**src/rtl/alu_branch_control_if.sv**
```systemverilog
// -----------------------------------------------------------------------------
// alu_branch_control_if
//   Bundles the ID-stage inputs and the registered EX-stage results of
//   alu_branch_control so that producer and consumer share one port.
//
//   ID-stage inputs (driven by master, read by slave):
//     instruction[31:0]   instruction word
//     pc[63:0]            PC of that instruction
//     rs1_data, rs2_data  64-bit register operands
//     immediate[63:0]     sign-extended immediate, pre-formatted per imm_type
//   Results (driven by slave, read by master):
//     mem_read, mem_write, reg_write, branch, alu_src_b_sel  registered controls
//     imm_type[2:0]       combinational immediate format (0=I 1=S 2=B 3=U)
//     alu_funct3, alu_funct7  registered ALU operation codes
//     alu_result[63:0], take_branch, branch_target[63:0]  registered results
// -----------------------------------------------------------------------------
interface alu_branch_control_if;
    logic [31:0] instruction;
    logic [63:0] pc;
    logic [63:0] rs1_data;
    logic [63:0] rs2_data;
    logic [63:0] immediate;

    logic        mem_read;
    logic        mem_write;
    logic        reg_write;
    logic        branch;
    logic        alu_src_b_sel;
    logic [2:0]  imm_type;
    logic [2:0]  alu_funct3;
    logic [6:0]  alu_funct7;
    logic [63:0] alu_result;
    logic        take_branch;
    logic [63:0] branch_target;

    modport master (
        output instruction, pc, rs1_data, rs2_data, immediate,
        input  mem_read, mem_write, reg_write, branch, alu_src_b_sel,
        input  imm_type, alu_funct3, alu_funct7,
        input  alu_result, take_branch, branch_target
    );

    modport slave (
        input  instruction, pc, rs1_data, rs2_data, immediate,
        output mem_read, mem_write, reg_write, branch, alu_src_b_sel,
        output imm_type, alu_funct3, alu_funct7,
        output alu_result, take_branch, branch_target
    );
endinterface

```
**src/rtl/alu_branch_control.sv**
```systemverilog
// -----------------------------------------------------------------------------
// alu_branch_control
//   Single-stage RV64 decode + ALU + branch resolution. The instruction and
//   operands presented in one cycle appear as registered controls, ALU result,
//   branch decision and branch target in the next cycle. imm_type is the only
//   combinational output so the immediate generator upstream can format the
//   immediate in the same cycle.
//
//   Ports:
//     clk   sole clock, all state on the rising edge
//     rst   synchronous active-low reset; clears every registered output
//     bus   alu_branch_control_if.slave (see interface for signal list)
//
//   Configuration macro:
//     ALU_RV64W_EN  when defined, OP-IMM-32 (0011011) and OP-32 (0111011)
//                   execute as 32-bit word operations whose result is
//                   sign-extended from bit 31. When undefined both opcodes
//                   are treated as illegal.
// -----------------------------------------------------------------------------
module alu_branch_control (
    input  logic                 clk,
    input  logic                 rst,
    alu_branch_control_if.slave  bus
);

    // Major opcodes
    localparam logic [6:0] OPC_R      = 7'b0110011;
    localparam logic [6:0] OPC_IALU   = 7'b0010011;
    localparam logic [6:0] OPC_LOAD   = 7'b0000011;
    localparam logic [6:0] OPC_STORE  = 7'b0100011;
    localparam logic [6:0] OPC_BRANCH = 7'b1100011;
`ifdef ALU_RV64W_EN
    localparam logic [6:0] OPC_IALU32 = 7'b0011011;
    localparam logic [6:0] OPC_R32    = 7'b0111011;
`endif

    // Immediate formats
    localparam logic [2:0] IMM_I = 3'd0;
    localparam logic [2:0] IMM_S = 3'd1;
    localparam logic [2:0] IMM_B = 3'd2;

    typedef enum logic [2:0] {
        CLS_ILLEGAL = 3'd0,
        CLS_R       = 3'd1,
        CLS_IALU    = 3'd2,
        CLS_LOAD    = 3'd3,
        CLS_STORE   = 3'd4,
        CLS_BRANCH  = 3'd5,
        CLS_R32     = 3'd6,
        CLS_IALU32  = 3'd7
    } op_class_e;

    // Instruction fields
    logic [6:0]  opcode_s;
    logic [2:0]  funct3_in_s;
    logic [6:0]  funct7_in_s;

    // Decode results
    op_class_e   op_class_s;
    logic        mem_read_s;
    logic        mem_write_s;
    logic        reg_write_s;
    logic        branch_s;
    logic        alu_src_b_sel_s;
    logic [2:0]  imm_type_s;
    logic [2:0]  alu_funct3_s;
    logic [6:0]  alu_funct7_s;

    // Datapath
    logic [63:0] op_a_s;
    logic [63:0] op_b_s;
    logic        is_r_form_s;
    logic        is_word_s;
    logic [63:0] alu64_s;
    logic [63:0] alu_result_s;
    logic        branch_cond_s;
    logic        take_branch_s;
    logic [63:0] branch_target_s;

    // Output registers
    logic        mem_read_r;
    logic        mem_write_r;
    logic        reg_write_r;
    logic        branch_r;
    logic        alu_src_b_sel_r;
    logic [2:0]  alu_funct3_r;
    logic [6:0]  alu_funct7_r;
    logic [63:0] alu_result_r;
    logic        take_branch_r;
    logic [63:0] branch_target_r;

    // Register-index and rd bits are not needed by this stage
    logic        unused_fields_s;
    assign unused_fields_s = ^{bus.instruction[24:15], bus.instruction[11:7]};

    assign opcode_s    = bus.instruction[6:0];
    assign funct3_in_s = bus.instruction[14:12];
    assign funct7_in_s = bus.instruction[31:25];

    // Opcode decode: controls, immediate format and the ALU operation codes
    always_comb begin
        op_class_s      = CLS_ILLEGAL;
        mem_read_s      = 1'b0;
        mem_write_s     = 1'b0;
        reg_write_s     = 1'b0;
        branch_s        = 1'b0;
        alu_src_b_sel_s = 1'b0;
        imm_type_s      = 3'd0;
        alu_funct3_s    = 3'b000;
        alu_funct7_s    = 7'b0000000;
        case (opcode_s)
            OPC_R: begin
                op_class_s   = CLS_R;
                reg_write_s  = 1'b1;
                alu_funct3_s = funct3_in_s;
                alu_funct7_s = funct7_in_s;
            end
            OPC_IALU: begin
                op_class_s      = CLS_IALU;
                reg_write_s     = 1'b1;
                alu_src_b_sel_s = 1'b1;
                imm_type_s      = IMM_I;
                alu_funct3_s    = funct3_in_s;
                // Only the right shifts carry an arithmetic/logical selector in bit 30
                if (funct3_in_s == 3'b101) begin
                    alu_funct7_s = {1'b0, bus.instruction[30], 5'b00000};
                end else begin
                    alu_funct7_s = 7'b0000000;
                end
            end
            OPC_LOAD: begin
                op_class_s      = CLS_LOAD;
                mem_read_s      = 1'b1;
                reg_write_s     = 1'b1;
                alu_src_b_sel_s = 1'b1;
                imm_type_s      = IMM_I;
            end
            OPC_STORE: begin
                op_class_s      = CLS_STORE;
                mem_write_s     = 1'b1;
                alu_src_b_sel_s = 1'b1;
                imm_type_s      = IMM_S;
            end
            OPC_BRANCH: begin
                op_class_s   = CLS_BRANCH;
                branch_s     = 1'b1;
                imm_type_s   = IMM_B;
                alu_funct3_s = funct3_in_s;
                alu_funct7_s = funct7_in_s;
            end
`ifdef ALU_RV64W_EN
            OPC_R32: begin
                op_class_s   = CLS_R32;
                reg_write_s  = 1'b1;
                alu_funct3_s = funct3_in_s;
                alu_funct7_s = funct7_in_s;
            end
            OPC_IALU32: begin
                op_class_s      = CLS_IALU32;
                reg_write_s     = 1'b1;
                alu_src_b_sel_s = 1'b1;
                imm_type_s      = IMM_I;
                alu_funct3_s    = funct3_in_s;
                if (funct3_in_s == 3'b101) begin
                    alu_funct7_s = {1'b0, bus.instruction[30], 5'b00000};
                end else begin
                    alu_funct7_s = 7'b0000000;
                end
            end
`endif
            default: begin
                op_class_s = CLS_ILLEGAL;
            end
        endcase
    end

    assign bus.imm_type = imm_type_s;

    // Operand selection; subtract is only meaningful for register-register forms
    assign op_a_s      = bus.rs1_data;
    assign op_b_s      = alu_src_b_sel_s ? bus.immediate : bus.rs2_data;
    assign is_r_form_s = (op_class_s == CLS_R) || (op_class_s == CLS_R32);
    assign is_word_s   = (op_class_s == CLS_R32) || (op_class_s == CLS_IALU32);

    // 64-bit ALU keyed by the decoded funct3/funct7
    always_comb begin
        alu64_s = 64'd0;
        case (alu_funct3_s)
            3'b000: begin
                if (alu_funct7_s[5] && is_r_form_s) begin
                    alu64_s = op_a_s - op_b_s;
                end else begin
                    alu64_s = op_a_s + op_b_s;
                end
            end
            3'b001: alu64_s = op_a_s << op_b_s[5:0];
            3'b010: alu64_s = {63'd0, ($signed(op_a_s) < $signed(op_b_s))};
            3'b011: alu64_s = {63'd0, (op_a_s < op_b_s)};
            3'b100: alu64_s = op_a_s ^ op_b_s;
            3'b101: begin
                if (alu_funct7_s[5]) begin
                    alu64_s = 64'($signed(op_a_s) >>> op_b_s[5:0]);
                end else begin
                    alu64_s = op_a_s >> op_b_s[5:0];
                end
            end
            3'b110: alu64_s = op_a_s | op_b_s;
            3'b111: alu64_s = op_a_s & op_b_s;
            default: alu64_s = 64'd0;
        endcase
    end

`ifdef ALU_RV64W_EN
    logic [31:0] a32_s;
    logic [31:0] b32_s;
    logic [31:0] alu32_s;

    assign a32_s = op_a_s[31:0];
    assign b32_s = op_b_s[31:0];

    // 32-bit word ALU; shifts take only five amount bits
    always_comb begin
        alu32_s = 32'd0;
        case (alu_funct3_s)
            3'b000: begin
                if (alu_funct7_s[5] && is_r_form_s) begin
                    alu32_s = a32_s - b32_s;
                end else begin
                    alu32_s = a32_s + b32_s;
                end
            end
            3'b001: alu32_s = a32_s << b32_s[4:0];
            3'b010: alu32_s = {31'd0, ($signed(a32_s) < $signed(b32_s))};
            3'b011: alu32_s = {31'd0, (a32_s < b32_s)};
            3'b100: alu32_s = a32_s ^ b32_s;
            3'b101: begin
                if (alu_funct7_s[5]) begin
                    alu32_s = 32'($signed(a32_s) >>> b32_s[4:0]);
                end else begin
                    alu32_s = a32_s >> b32_s[4:0];
                end
            end
            3'b110: alu32_s = a32_s | b32_s;
            3'b111: alu32_s = a32_s & b32_s;
            default: alu32_s = 32'd0;
        endcase
    end

    assign alu_result_s = is_word_s ? {{32{alu32_s[31]}}, alu32_s} : alu64_s;
`else
    logic unused_word_s;
    assign unused_word_s = is_word_s;
    assign alu_result_s  = alu64_s;
`endif

    // Branch condition compares the raw register operands, never the immediate
    always_comb begin
        branch_cond_s = 1'b0;
        case (funct3_in_s)
            3'b000:  branch_cond_s = (bus.rs1_data == bus.rs2_data);
            3'b001:  branch_cond_s = (bus.rs1_data != bus.rs2_data);
            3'b100:  branch_cond_s = ($signed(bus.rs1_data) <  $signed(bus.rs2_data));
            3'b101:  branch_cond_s = ($signed(bus.rs1_data) >= $signed(bus.rs2_data));
            3'b110:  branch_cond_s = (bus.rs1_data <  bus.rs2_data);
            3'b111:  branch_cond_s = (bus.rs1_data >= bus.rs2_data);
            default: branch_cond_s = 1'b0;
        endcase
    end

    // Target is produced every cycle so the fetch side never waits on the decision
    assign take_branch_s   = branch_s & branch_cond_s;
    assign branch_target_s = bus.pc + bus.immediate;

    // Output register stage; reset drops whatever was in flight
    always_ff @(posedge clk) begin
        if (!rst) begin
            mem_read_r      <= 1'b0;
            mem_write_r     <= 1'b0;
            reg_write_r     <= 1'b0;
            branch_r        <= 1'b0;
            alu_src_b_sel_r <= 1'b0;
            alu_funct3_r    <= 3'd0;
            alu_funct7_r    <= 7'd0;
            alu_result_r    <= 64'd0;
            take_branch_r   <= 1'b0;
            branch_target_r <= 64'd0;
        end else begin
            mem_read_r      <= mem_read_s;
            mem_write_r     <= mem_write_s;
            reg_write_r     <= reg_write_s;
            branch_r        <= branch_s;
            alu_src_b_sel_r <= alu_src_b_sel_s;
            alu_funct3_r    <= alu_funct3_s;
            alu_funct7_r    <= alu_funct7_s;
            alu_result_r    <= alu_result_s;
            take_branch_r   <= take_branch_s;
            branch_target_r <= branch_target_s;
        end
    end

    assign bus.mem_read      = mem_read_r;
    assign bus.mem_write     = mem_write_r;
    assign bus.reg_write     = reg_write_r;
    assign bus.branch        = branch_r;
    assign bus.alu_src_b_sel = alu_src_b_sel_r;
    assign bus.alu_funct3    = alu_funct3_r;
    assign bus.alu_funct7    = alu_funct7_r;
    assign bus.alu_result    = alu_result_r;
    assign bus.take_branch   = take_branch_r;
    assign bus.branch_target = branch_target_r;

endmodule

```
**src/flat_wrapper.sv**
```systemverilog
// flat-port wrapper written by rule: the top's interface ports become plain ports
module alu_branch_control_flat 
  (clk, rst, bus_instruction, bus_pc, bus_rs1_data, bus_rs2_data, bus_immediate, bus_mem_read, bus_mem_write, bus_reg_write, bus_branch, bus_alu_src_b_sel, bus_imm_type, bus_alu_funct3, bus_alu_funct7, bus_alu_result, bus_take_branch, bus_branch_target);
  alu_branch_control_if bus_i ();
  input  logic clk;
  input  logic rst;
  input wire logic [$bits(bus_i.instruction)-1:0] bus_instruction;
  input wire logic [$bits(bus_i.pc)-1:0] bus_pc;
  input wire logic [$bits(bus_i.rs1_data)-1:0] bus_rs1_data;
  input wire logic [$bits(bus_i.rs2_data)-1:0] bus_rs2_data;
  input wire logic [$bits(bus_i.immediate)-1:0] bus_immediate;
  output wire logic [$bits(bus_i.mem_read)-1:0] bus_mem_read;
  output wire logic [$bits(bus_i.mem_write)-1:0] bus_mem_write;
  output wire logic [$bits(bus_i.reg_write)-1:0] bus_reg_write;
  output wire logic [$bits(bus_i.branch)-1:0] bus_branch;
  output wire logic [$bits(bus_i.alu_src_b_sel)-1:0] bus_alu_src_b_sel;
  output wire logic [$bits(bus_i.imm_type)-1:0] bus_imm_type;
  output wire logic [$bits(bus_i.alu_funct3)-1:0] bus_alu_funct3;
  output wire logic [$bits(bus_i.alu_funct7)-1:0] bus_alu_funct7;
  output wire logic [$bits(bus_i.alu_result)-1:0] bus_alu_result;
  output wire logic [$bits(bus_i.take_branch)-1:0] bus_take_branch;
  output wire logic [$bits(bus_i.branch_target)-1:0] bus_branch_target;
  assign bus_i.instruction = bus_instruction;
  assign bus_i.pc = bus_pc;
  assign bus_i.rs1_data = bus_rs1_data;
  assign bus_i.rs2_data = bus_rs2_data;
  assign bus_i.immediate = bus_immediate;
  assign bus_mem_read = bus_i.mem_read;
  assign bus_mem_write = bus_i.mem_write;
  assign bus_reg_write = bus_i.reg_write;
  assign bus_branch = bus_i.branch;
  assign bus_alu_src_b_sel = bus_i.alu_src_b_sel;
  assign bus_imm_type = bus_i.imm_type;
  assign bus_alu_funct3 = bus_i.alu_funct3;
  assign bus_alu_funct7 = bus_i.alu_funct7;
  assign bus_alu_result = bus_i.alu_result;
  assign bus_take_branch = bus_i.take_branch;
  assign bus_branch_target = bus_i.branch_target;
  alu_branch_control u_core (.clk(clk), .rst(rst), .bus(bus_i));
endmodule
```
**config.mk**
```make
export PLATFORM = sky130hd
export DESIGN_NAME = alu_branch_control_flat
export DESIGN_NICKNAME = d
export VERILOG_FILES = /design/src/rtl/alu_branch_control_if.sv /design/src/rtl/alu_branch_control.sv /design/src/flat_wrapper.sv
export SDC_FILE = /design/constraint.sdc
export NUM_CORES = 2
export LEC_CHECK = 0
export CAP_MARGIN = 20
export CORE_MARGIN = 1
export CORE_UTILIZATION = 25
export DETAILED_ROUTE_END_ITERATION = 8
export PLACE_DENSITY_LB_ADDON = 0.1
export SYNTH_ARGS = -nofsm -noshare
export SYNTH_HDL_FRONTEND = slang
export SYNTH_SLANG_ARGS = --single-unit
```
**constraint.sdc**
```tcl
create_clock -name clk -period 7.7 [get_ports clk]
set_input_delay 1.54 -clock clk [delete_from_list [all_inputs] [get_ports clk]]
set_output_delay 1.54 -clock clk [all_outputs]
set_load 0.05 [all_outputs]
```
==> results.yml <==
power:
  power_density_nw_per_um2: 141
  swShare: 0.520
  p_leak_uw: 0.0157
  total_power_uw: 5050
  p_int_uw: 2430
  switchingPower_uw: 2630
  combPwrFrac: 0.646
  p_seq_frac: 0.173
  clockPowerShare: 0.181
  ir_worst_vdd_mv: 0.114
clocking:
  clock_sink_count: 144
  htree_levels: 4
  cts_buffers: 17
  holdBufCountCts: 0
  cts.path.max_buffers: 2
  cts_tree: "done"
  path_clk_slew_ns: 0.08
  cts_setup_buffers: 0
  cts_root_buf: "clkbuf_16"
  cts_resized: 0
logic_synthesis:
  synth.area.top_cells: "ha_1 14%, dfxtp_1 10%, mux2i_1 9.6%"
  synth_common_cells: "497 x nor2_1, 442 x a21oi_1, 329 x nand2_1"
  yosys.area.top_type: "ha_1"
  ys.flop_type: "dfxtp_1"
  synth.avg_cell_area_sq_um: 6.78
  synth_seq_cells: 144
  syn_area_sq_um: 28700
  synth_most_common_cell: "nor2_1"
  yosysSeqAreaShare: 0.100
  synth_fp_nets: 4844
  ys_types: 97
  ys_warn_count: 0
  synth-edff-count: 0
  syn_inst: 4235
  async_flop_share: 0
  synthDominantCellAreaShare: 0.138
final_layout:
  n_fill_cell: 12715
  drive_gt1_frac: 0.0690
  final_nets: 5204
  area_growth_syn_to_layout_pct: 25.0
  ff_latch_area_sq_um: 2880
  multi_input_area_sq_um: 23600
grt:
  grt_max_degree: 111
  antenna_found_initial: 5
  grt_pass1_wl_microns: 253000
  grt_usage: 0.301
  gr-total-overflow: 0
  grt_pass1_vias: 33980
critical_path:
  crit_fanout: 11
  slowest_delay_ns: 0.57
  start_kind: "input port"
  setup.worst_path.start: "bus_instruction[2]"
  cp.required_ns: 8.07
  path_cells: "clkdlybuf4s50_1, nand4bb_4, buf_4, o21ai_4, and2_1, inv_2, ha_1, o211ai_1, o211ai_1, a21oi_1, buf_4, nor3b_1, o2111ai_1, buf_4, a31oi_1, buf_4, o21ai_1, buf_4, o41ai_2, a31o_1, mux2i_1, xnor2_1, a211oi_2"
  critPathCaptureType: "flip-flop"
  crit_arrival_ns: 7.01
  crit_top_cell: "buf_4"
  crit_end: "u_core.bus.alu_result[60]"
  cp_slowest_cell: "o41ai_2"
  critPathKind: "input port to flip-flop"
route:
  final_antenna_net_count: 0
  drt-initial-drc-count: 3233
  post-route-drc-count: 0
  wl_per_cell_microns: 29.4
  routed-via-count: 34547
  wl_microns: 180000
  drt-vias-per-instance: 5.66
  first_pass_iters: 6
worst_hold_path:
  hold_class: "input port to flip-flop"
sta:
  hold_viol: 0
  setup_viol: 0
  worst_slew_pin_slew_ns: 1.11
  finalMaxSlewViolations: 0
  relSlewSlack: 0.259
  period_needed_ns: 6.64
  holdWs_ns: 1.53
  rsz0062_at_grt: "no"
  period_share: 0.862
  final.setup.tns_ns: 0
  max_freq_ghz: 0.151
die:
  io_pins: 437
  dieArea_sq_um: 116000
  fp-row-count: 123
  core_sq_um: 113000
  die_height_microns: 341
  start_util: 0.254
  die_w_microns: 341
outcome:
  status: "finished, final reports clean"
placed_design:
  globalplace.congestion: 1.00
  dp_hpwl_microns: 148000
  io_buffers: 420
flow_run:
  drv_cap: 0
==> worst min path at each step <==
stage / to / start / slack, ns / cells after the start
CTS: u_core.bus.alu_funct7[1] / bus_instruction[26] / 1.50 / 3
global placement: u_core.bus.alu_funct7[6] / bus_instruction[31] / 2.09 / 3
global route: u_core.bus.alu_funct7[3] / bus_instruction[28] / 1.53 / 3
finish: u_core.bus.alu_funct7[1] / bus_instruction[26] / 1.53 / 3
detailed placement: u_core.bus.alu_funct7[1] / bus_instruction[26] / 2.07 / 3
floorplan: u_core.bus.alu_funct7[0] / bus_instruction[25] / 1.65 / 2
==> layout by cell type (no fill, tap or decap), types with 10 or more instances in the layout <==
master and n:
and3_1 21, o21a_1 35, nor2b_1 34, o31a_1 18, o21ai_1 41, a31oi_1 45, clkdlybuf4s50_1 417, nand2_1 329
o21bai_1 48, or3_1 15, nand2b_1 21, o22ai_1 49, a221oi_1 33, nor2_1 496, xor2_1 32, o21ai_0 282
nand3_1 80, a21oi_1 442, o31ai_1 38, a21o_1 147, ha_1 317, dfxtp_1 144, clkbuf_16 17, xnor2_1 93
o211ai_1 74, nand4_1 48, mux2_2 18, a211o_1 14, nor3_1 105, and2_1 17, buf_4 196, buf_12 10
a21boi_0 12, nor4_1 35, a22oi_1 44, o221ai_1 11, a221o_1 13, a211oi_1 68, mux2i_1 275, inv_1 288
==> power groups by stage <==
stage	Combinational [uW]	Sequential (uW)	Clock, uW
6_report	3260	875	913
5_1_grt	3430	886	980
4_1_cts	3210	878	965
3_5_place_dp	3200	894	0
3_3_place_gp	3220	894	0
2_1_floorplan	1530	1230	0
==> critical path: cells and delay by family <==
family / cells / cell delay, ns
adders and majority gates: 1 / 0.36
and+or+nand+nor: 3 / 0.81
xor gates and xnor gates: 1 / 0.22
AOI/OAI and AO/OA: 10 / 2.54
muxes: 1 / 0.10
buffers and inverters: 7 / 1.45
==> cell type report <==
class | instances | share of cell area
diodes | 2 | 0.000140
flip-flops and latches | 144 | 0.0804
multi-input cells | 3508 | 0.657
repair buffers | 628 | 0.164
clock buffers | 19 | 0.0121
well taps | 1500 | 0.0523
clock inverters | 12 | 0.00380
inverters | 296 | 0.0310
==> flip-flops by register name, indices dropped and copies added (netlist names) <==
signal                    count
u_core.bus.alu_result        64
u_core.bus.branch_target     64
u_core.bus.branch             1
u_core.bus.reg_write          1
u_core.bus.mem_write          1
u_core.bus.take_branch        1
u_core.bus.alu_funct7         7
u_core.bus.alu_funct3         3
u_core.bus.alu_src_b_sel      1
u_core.bus.mem_read           1
==> cell families after synthesis <==
kind of cell,Yosys count,synth area share
adder cells (fa/ha/maj),319,0.140
AND/OR/NAND/NOR,1250,0.196
other,1,0.000131
XOR/XNOR,125,0.0381
multiplexers,293,0.103
flip-flops,144,0.100
buffers and inverters,583,0.0813
AO/OA/AOI/OAI,1520,0.341
==> metrics by stage <==
| step | worst slack [ns] | instance area (sq um) | std cells | util |
|---|---|---|---|---|
| after floorplan | 1.72 | 28700 | 4235 | - |
| after global placement | 0.634 | 35300 | 6074 | 0.312 |
| after detailed placement | 0.653 | 35300 | 6074 | 0.312 |
| after CTS | 1.16 | 35900 | 6105 | 0.317 |
| after global routing | 0.866 | 35900 | 6107 | 0.317 |
| final | 1.06 | 35900 | 6109 | 0.317 |
==> metal layers <==
layer / GRT usage / share of wire / vias to the layer above
met1: 0.376 / 0.42 / 16656
met5: 0 / 0.000072 / -
met4: 0.155 / 0.057 / 2
met3: 0.0543 / 0.070 / 289
li1: - / - / 16061
met2: 0.492 / 0.46 / 1539
Power figures use the tool's default switching activity.
